$ cat src/rtl/dcache_mem_responder_pkg.sv
// Shared types and helpers for the data-cache memory responder.
package dcache_mem_responder_pkg;

    localparam int unsigned ADDR_WIDTH_DEFAULT = 32;
    localparam int unsigned IO_SEL_HI_DEFAULT  = 17;
    localparam int unsigned CNT_WIDTH          = 3;
    localparam logic [1:0]  IO_REGION_SEL      = 2'b11;

    typedef enum logic [1:0] {
        ACC_NONE = 2'b00,
        ACC_BYTE = 2'b01,
        ACC_HALF = 2'b10,
        ACC_WORD = 2'b11
    } accessKind_e;

    typedef enum logic [2:0] {
        IDLE   = 3'd0,
        READ   = 3'd1,
        WRITE  = 3'd2,
        DONE_R = 3'd3,
        DONE_W = 3'd4
    } respState_e;

    // Number of bus bytes moved for a request size.
    function automatic logic [CNT_WIDTH-1:0] sizeToBytes(input logic [1:0] kind);
        case (kind)
            ACC_BYTE: sizeToBytes = 3'd1;
            ACC_HALF: sizeToBytes = 3'd2;
            ACC_WORD: sizeToBytes = 3'd4;
            default:  sizeToBytes = 3'd0;
        endcase
    endfunction

endpackage

$ cat src/rtl/dcache_mem_responder.sv
// Byte-serial little-endian responder between the LSB and the 8-bit RAM/IO bus.
// Optional IO write backpressure is enabled with `define IO_BACKPRESSURE_EN.
module dcache_mem_responder
    import dcache_mem_responder_pkg::*;
#(
    parameter int unsigned ADDR_WIDTH = ADDR_WIDTH_DEFAULT,
    parameter int unsigned IO_SEL_HI  = IO_SEL_HI_DEFAULT
) (
    input  logic                  clockIn,
    input  logic                  resetNIn,
    input  logic                  readyIn,
    input  logic                  clearIn,
    input  logic [1:0]            accessType,
    input  logic                  readWriteIn,
    input  logic [ADDR_WIDTH-1:0] dataAddr,
    input  logic [31:0]           dataOut,
    output logic                  dataValid,
    output logic [31:0]           dataIn,
    output logic                  dataWriteSuc,
    input  logic [7:0]            memDataIn,
    output logic [7:0]            memDataOut,
    output logic [ADDR_WIDTH-1:0] memAddr,
    output logic                  memWrite,
    input  logic                  ioBufferFull
);

    respState_e            state, stateNext;
    logic [CNT_WIDTH-1:0]  cntQ, cntNext;
    logic [CNT_WIDTH-1:0]  capQ, capNext;
    logic [CNT_WIDTH-1:0]  nBytesQ, nBytesNext;
    logic                  issuedQ, issuedNext;
    logic [31:0]           bufQ, bufNext;
    logic [31:0]           wdataQ, wdataNext;
    logic [ADDR_WIDTH-1:0] memAddrQ, memAddrNext;
    logic                  memWriteQ, memWriteNext;
    logic [7:0]            memDataOutQ, memDataOutNext;
    logic [31:0]           dataInQ, dataInNext;
    logic                  dataValidQ, dataValidNext;
    logic                  writeSucQ, writeSucNext;
    logic                  inIoRegion;
    logic                  ioStall;

    assign inIoRegion = (memAddrQ[IO_SEL_HI -: 2] == IO_REGION_SEL);

`ifdef IO_BACKPRESSURE_EN
    assign ioStall = (state == WRITE) && inIoRegion && ioBufferFull;
`else
    logic unusedIo;
    assign unusedIo = inIoRegion & ioBufferFull;
    assign ioStall  = 1'b0;
`endif

    // Bus is parked whenever the pipeline is frozen so no IO byte is seen twice.
    assign memAddr      = readyIn ? memAddrQ : '0;
    assign memWrite     = readyIn & memWriteQ & ~ioStall;
    assign memDataOut   = memDataOutQ;
    assign dataIn       = dataInQ;
    assign dataValid    = dataValidQ;
    assign dataWriteSuc = writeSucQ;

    always_ff @(posedge clockIn or negedge resetNIn) begin
        if (!resetNIn) begin
            state       <= IDLE;
            cntQ        <= '0;
            capQ        <= '0;
            nBytesQ     <= '0;
            issuedQ     <= 1'b0;
            bufQ        <= '0;
            wdataQ      <= '0;
            memAddrQ    <= '0;
            memWriteQ   <= 1'b0;
            memDataOutQ <= '0;
            dataInQ     <= '0;
            dataValidQ  <= 1'b0;
            writeSucQ   <= 1'b0;
        end else begin
            state       <= stateNext;
            cntQ        <= cntNext;
            capQ        <= capNext;
            nBytesQ     <= nBytesNext;
            issuedQ     <= issuedNext;
            bufQ        <= bufNext;
            wdataQ      <= wdataNext;
            memAddrQ    <= memAddrNext;
            memWriteQ   <= memWriteNext;
            memDataOutQ <= memDataOutNext;
            dataInQ     <= dataInNext;
            dataValidQ  <= dataValidNext;
            writeSucQ   <= writeSucNext;
        end
    end

    always_comb begin
        stateNext      = state;
        cntNext        = cntQ;
        capNext        = capQ;
        nBytesNext     = nBytesQ;
        issuedNext     = 1'b0;
        bufNext        = bufQ;
        wdataNext      = wdataQ;
        memAddrNext    = memAddrQ;
        memWriteNext   = memWriteQ;
        memDataOutNext = memDataOutQ;
        dataInNext     = dataInQ;
        dataValidNext  = dataValidQ;
        writeSucNext   = writeSucQ;

        // A byte issued in the last ready cycle lands now, even during a stall.
        if (issuedQ) begin
            bufNext[{capQ[1:0], 3'b000} +: 8] = memDataIn;
            capNext = capQ + 3'd1;
        end

        if (readyIn) begin
            dataValidNext = 1'b0;
            writeSucNext  = 1'b0;
            unique case (state)
                IDLE, DONE_R, DONE_W: begin
                    stateNext      = IDLE;
                    memAddrNext    = '0;
                    memWriteNext   = 1'b0;
                    memDataOutNext = '0;
                    if (!clearIn && accessType != ACC_NONE) begin
                        nBytesNext  = sizeToBytes(accessType);
                        cntNext     = '0;
                        capNext     = '0;
                        bufNext     = '0;
                        wdataNext   = dataOut;
                        memAddrNext = dataAddr;
                        if (readWriteIn) begin
                            stateNext = READ;
                        end else begin
                            stateNext      = WRITE;
                            memWriteNext   = 1'b1;
                            memDataOutNext = dataOut[7:0];
                        end
                    end
                end
                READ: begin
                    if (clearIn) begin
                        stateNext   = IDLE;
                        memAddrNext = '0;
                    end else if (capNext == nBytesQ) begin
                        stateNext     = DONE_R;
                        dataInNext    = bufNext;
                        dataValidNext = 1'b1;
                    end else if (cntQ < nBytesQ) begin
                        issuedNext  = 1'b1;
                        cntNext     = cntQ + 3'd1;
                        memAddrNext = ((cntQ + 3'd1) < nBytesQ) ? memAddrQ + ADDR_WIDTH'(1) : '0;
                    end
                end
                WRITE: begin
                    if (!ioStall) begin
                        if ((cntQ + 3'd1) == nBytesQ) begin
                            stateNext      = DONE_W;
                            writeSucNext   = 1'b1;
                            memAddrNext    = '0;
                            memWriteNext   = 1'b0;
                            memDataOutNext = '0;
                        end else begin
                            cntNext        = cntQ + 3'd1;
                            memAddrNext    = memAddrQ + ADDR_WIDTH'(1);
                            memDataOutNext = wdataQ[{cntQ[1:0] + 2'd1, 3'b000} +: 8];
                        end
                    end
                end
                default: begin
                    stateNext = IDLE;
                end
            endcase
        end
    end

endmodule
$ cat config.mk
export PLATFORM = sky130hd
export DESIGN_NAME = dcache_mem_responder
export DESIGN_NICKNAME = d
export VERILOG_FILES = /design/src/rtl/dcache_mem_responder_pkg.sv /design/src/rtl/dcache_mem_responder.sv
export SDC_FILE = /design/constraint.sdc
export NUM_CORES = 1
export LEC_CHECK = 0
export ABC_AREA = 1
export CAP_MARGIN = 20
export CELL_PAD_IN_SITES_DETAIL_PLACEMENT = 1
export CELL_PAD_IN_SITES_GLOBAL_PLACEMENT = 2
export CORE_UTILIZATION = 25
export CTS_CLUSTER_SIZE = 20
export DETAILED_ROUTE_END_ITERATION = 10
export PLACE_DENSITY_LB_ADDON = 0.1
export SYNTH_ARGS = -nofsm -noshare
export SYNTH_HDL_FRONTEND = slang
export SYNTH_SLANG_ARGS = --single-unit
$ cat constraint.sdc
create_clock -name clockIn -period 2.3 [get_ports clockIn]
set_input_delay 0.46 -clock clockIn [delete_from_list [all_inputs] [get_ports clockIn]]
set_output_delay 0.46 -clock clockIn [all_outputs]
set_load 0.05 [all_outputs]
==> impl_metrics.json <==
{
  "antenna_cells": 0,
  "grt_pass1_vias": 8471,
  "core_area_um2": 33500,
  "dieArea_um2": 34700,
  "synth_top_area_share_pct": 44.7,
  "synth.distinct_cells": 39,
  "ios": 155,
  "startpoint_type": "flop",
  "grt_use_total_pct": 17.5,
  "nNetsFinal": 1418,
  "crit_path_end_kind": "flop",
  "relSlewSlack_pct": 60.7,
  "p_comb_share_pct": 44.2,
  "clk_pin_slew_ns": 0.07,
  "wl_per_cell_um": 16.0,
  "final_cell_area_um2": 11600,
  "hold_path_depth": 2,
  "numCtsBuffers": 17,
  "syn_nets": 1253,
  "powerDensity_nw_per_um2": 1060,
  "reg2reg_slack_ns": 0.16,
  "dpl_cell_area_um2": 11000,
  "syn2layout_area_growth_pct": 37.0,
  "grt_pass1_wl_um": 47800,
  "clock-sinks": 152,
  "power_leakage_nw": 5.48,
  "synth_top_area_cell": "dfrtp_1",
  "yosys-top-cells-count": "nand2_1 (435), dfrtp_1 (152), inv_1 (107)",
  "numPortBuffers": 153,
  "start_util_pct": 25.4,
  "crit_fanout": 8,
  "ys_seq_area_share_pct": 44.7,
  "outcome": "complete, but fails checks",
  "fp.dieH_um": 186,
  "cts_tree": "built",
  "vias_per_cell": 4.46,
  "drt.antenna.violating_nets": 0,
  "synth_edf_count": 0,
  "ys_ff_latch": 152,
  "grt_antenna_before_repair": 0,
  "cts_buffer_depth": 2,
  "overflow": 0,
  "peakVddDrop_uv": 613,
  "place_hpwl_um": 20600,
  "multiInputGateArea_um2": 4000,
  "arrival_ns": 2.51,
  "critPathKind": "flop to flop",
  "pwr-share-clk_pct": 22.9,
  "ys.flop_type": "dfrtp_1",
  "wl_um": 28600,
  "worst_pin_slew_ns": 0.588,
  "finalHoldViolations": 0,
  "vias": 7952,
  "hp-start": "wdataQ[12]$_DFFE_PN0P_",
  "drive_above_1_share_pct": 10.3,
  "ys.warnings.count": 0,
  "nFillCells": 4026,
  "hold_class": "flop to flop",
  "ys_top_cells_by_area": "dfrtp_1 (45%), nand2_1 (19%), inv_1 (4.7%), nor2_1 (4.6%), nand3_1 (4.2%)",
  "fmax_mhz": 468,
  "finClkSkew_ns": 0.0111,
  "drt_iter0_markers": 385,
  "clk_latency_ns": 0.44,
  "fin_crit_ns": 2.14,
  "syn-instance-count": 1158,
  "cp.required_ns": 2.68,
  "seqCellArea_um2": 3800,
  "synthArstFlopShare_pct": 100,
  "swShare_pct": 43.9,
  "syn_area_um2": 8500,
  "setup_violations": 0,
  "p_int_mw": 6.94,
  "pwr-share-seq_pct": 32.8,
  "grt_max_degree": 66,
  "synth.avg_cell_area_um2": 7.34,
  "row_count": 67,
  "violations": "design-rule violations",
  "reg2reg_depth": 15,
  "yosysMostFrequentCell": "nand2_1",
  "htree_num_levels": 4,
  "worstHoldEndpoint": "wdataQ[12]$_DFFE_PN0P_",
  "dr.pass1.iters": 9,
  "final_util_pct": 34.7,
  "hold_ws_ns": 0.482,
  "gp_congestion": 0.788,
  "cap_violations": 0,
  "die_x_um": 186,
  "setup_tns_ns": 0,
  "drv_slew": 0,
  "period_share_pct": 92.9,
  "drc_errors": 2,
  "root_buffer": "clkbuf_16",
  "rr_startpoint": "cntQ[0]$_DFFE_PN0P_",
  "power.switching_mw": 5.43,
  "r2r-end": "memAddrQ[2]$_DFFE_PN0P_"
}
==> power groups by stage <==
stage	clock network (mW)	registers, mW	logic [mW]
after floorplan	0	4.20	3.15
after global placement	0	4.11	5.44
after detailed placement	0	4.11	5.51
after CTS	2.95	4.08	5.54
after global routing	3.04	4.18	6.09
final	2.84	4.06	5.47
==> worst max path at each step <==
stage | startpoint | to | slack (ns) | cells past startpoint
final | cntQ[0]$_DFFE_PN0P_ | memAddrQ[2]$_DFFE_PN0P_ | 0.16 | 15
after global routing | cntQ[0]$_DFFE_PN0P_ | memAddrQ[24]$_DFFE_PN0P_ | -0.0002 | 15
after CTS | cntQ[0]$_DFFE_PN0P_ | memAddrQ[20]$_DFFE_PN0P_ | 0.11 | 15
after detailed placement | cntQ[0]$_DFFE_PN0P_ | memAddrQ[20]$_DFFE_PN0P_ | 0.14 | 15
after global placement | clearIn | memAddrQ[20]$_DFFE_PN0P_ | 0.17 | 10
after floorplan | capQ[0]$_DFF_PN0_ | dataIn[8]$_DFFE_PN0P_ | 0.25 | 13
==> critical path: stages (launching register included) <==
cell	delay (ns)
dfrtp_1	0.36
ha_1	0.16
inv_1	0.05
or2_2	0.28
nand2_1	0.07
ha_1	0.24
nand2_1	0.08
nand2_1	0.06
nor2_2	0.11
nand2_2	0.07
nand2_4	0.10
buf_12	0.13
inv_2	0.06
o21ai_0	0.15
nand3_1	0.08
nand2_1	0.07
==> cell usage in the layout (no fill, tap or decap), types with 2 or more instances in the layout <==
cell type,n
inv_2,8
buf_4,25
nor2_1,103
nand4_1,2
a21oi_1,34
clkdlybuf4s50_1,118
or2_2,2
inv_1,107
nand3b_1,3
clkinv_2,2
o21ai_0,43
inv_8,3
o31ai_1,2
nand2_1,434
clkinvlp_4,3
a22oi_1,24
ha_1,15
xnor2_1,3
dfrtp_1,152
o21bai_1,8
a32oi_1,8
xor2_1,3
inv_6,4
nor2_2,4
clkbuf_16,17
nand2_2,7
nor3_1,2
nand2_4,4
nor3_2,2
nand3_1,71
o21ai_2,2
or2_1,16
o211ai_1,8
o21ai_1,38
buf_12,44
==> routing by layer <==
layer,track usage [%],up-vias,wire [µm]
met4,3.88,0,223
met3,3.16,14,1020
met2,27.2,114,12800
met1,25.0,3813,14500
met5,0,-,0
li1,-,4011,-
==> area by class of cell <==
class	instances	share of cell area [%]
timing repair buffer	190	19.5
inverter	116	3.74
tap	448	4.81
clock buffer	18	3.69
sequential	152	32.7
clock inverter	14	1.20
multi-input combinational	846	34.3
==> state kept, by name, summed over array words and instances (netlist names) <==
| signal | flops |
|---|---|
| bufQ | 32 |
| capQ | 3 |
| cntQ | 3 |
| dataIn | 32 |
| dataValid | 1 |
| dataWriteSuc | 1 |
| issuedQ | 1 |
| memAddrQ | 32 |
| memDataOut | 8 |
| memWriteQ | 1 |
| nBytesQ | 3 |
| state | 3 |
| wdataQ | 32 |
==> repair_timing <==
item | 4_1_cts | 5_1_grt
hold buffers | 1 | 0
buffers inserted | 0 | 0
hold endpoints to repair | 29 | 0
endpoints found under the setup margin | 0 | 29
gates resized for setup | 0 | 10
==> metrics by stage <==
stage	worst slack, ns	cells	power [mW]
3_5_place_dp	0.143	1751	9.63
3_3_place_gp	0.170	1751	9.55
5_1_grt	-0.000204	1784	13.3
2_1_floorplan	0.246	1158	7.36
6_report	0.164	1784	12.4
4_1_cts	0.111	1784	12.6
==> kinds of logic (layout without fill, tap and decap cells) <==
kind of cell	Yosys count	after routing	synth area share (%)
AND/OR/NAND/NOR	655	655	32.0
AO/OA/AOI/OAI	170	170	12.0
buffers and inverters	160	338	8.43
flip-flops	152	152	44.7
adder cells (fa/ha/maj)	15	15	2.21
XOR/XNOR	6	6	0.618
No activity file was read; power rests on OpenSTA's default activity.
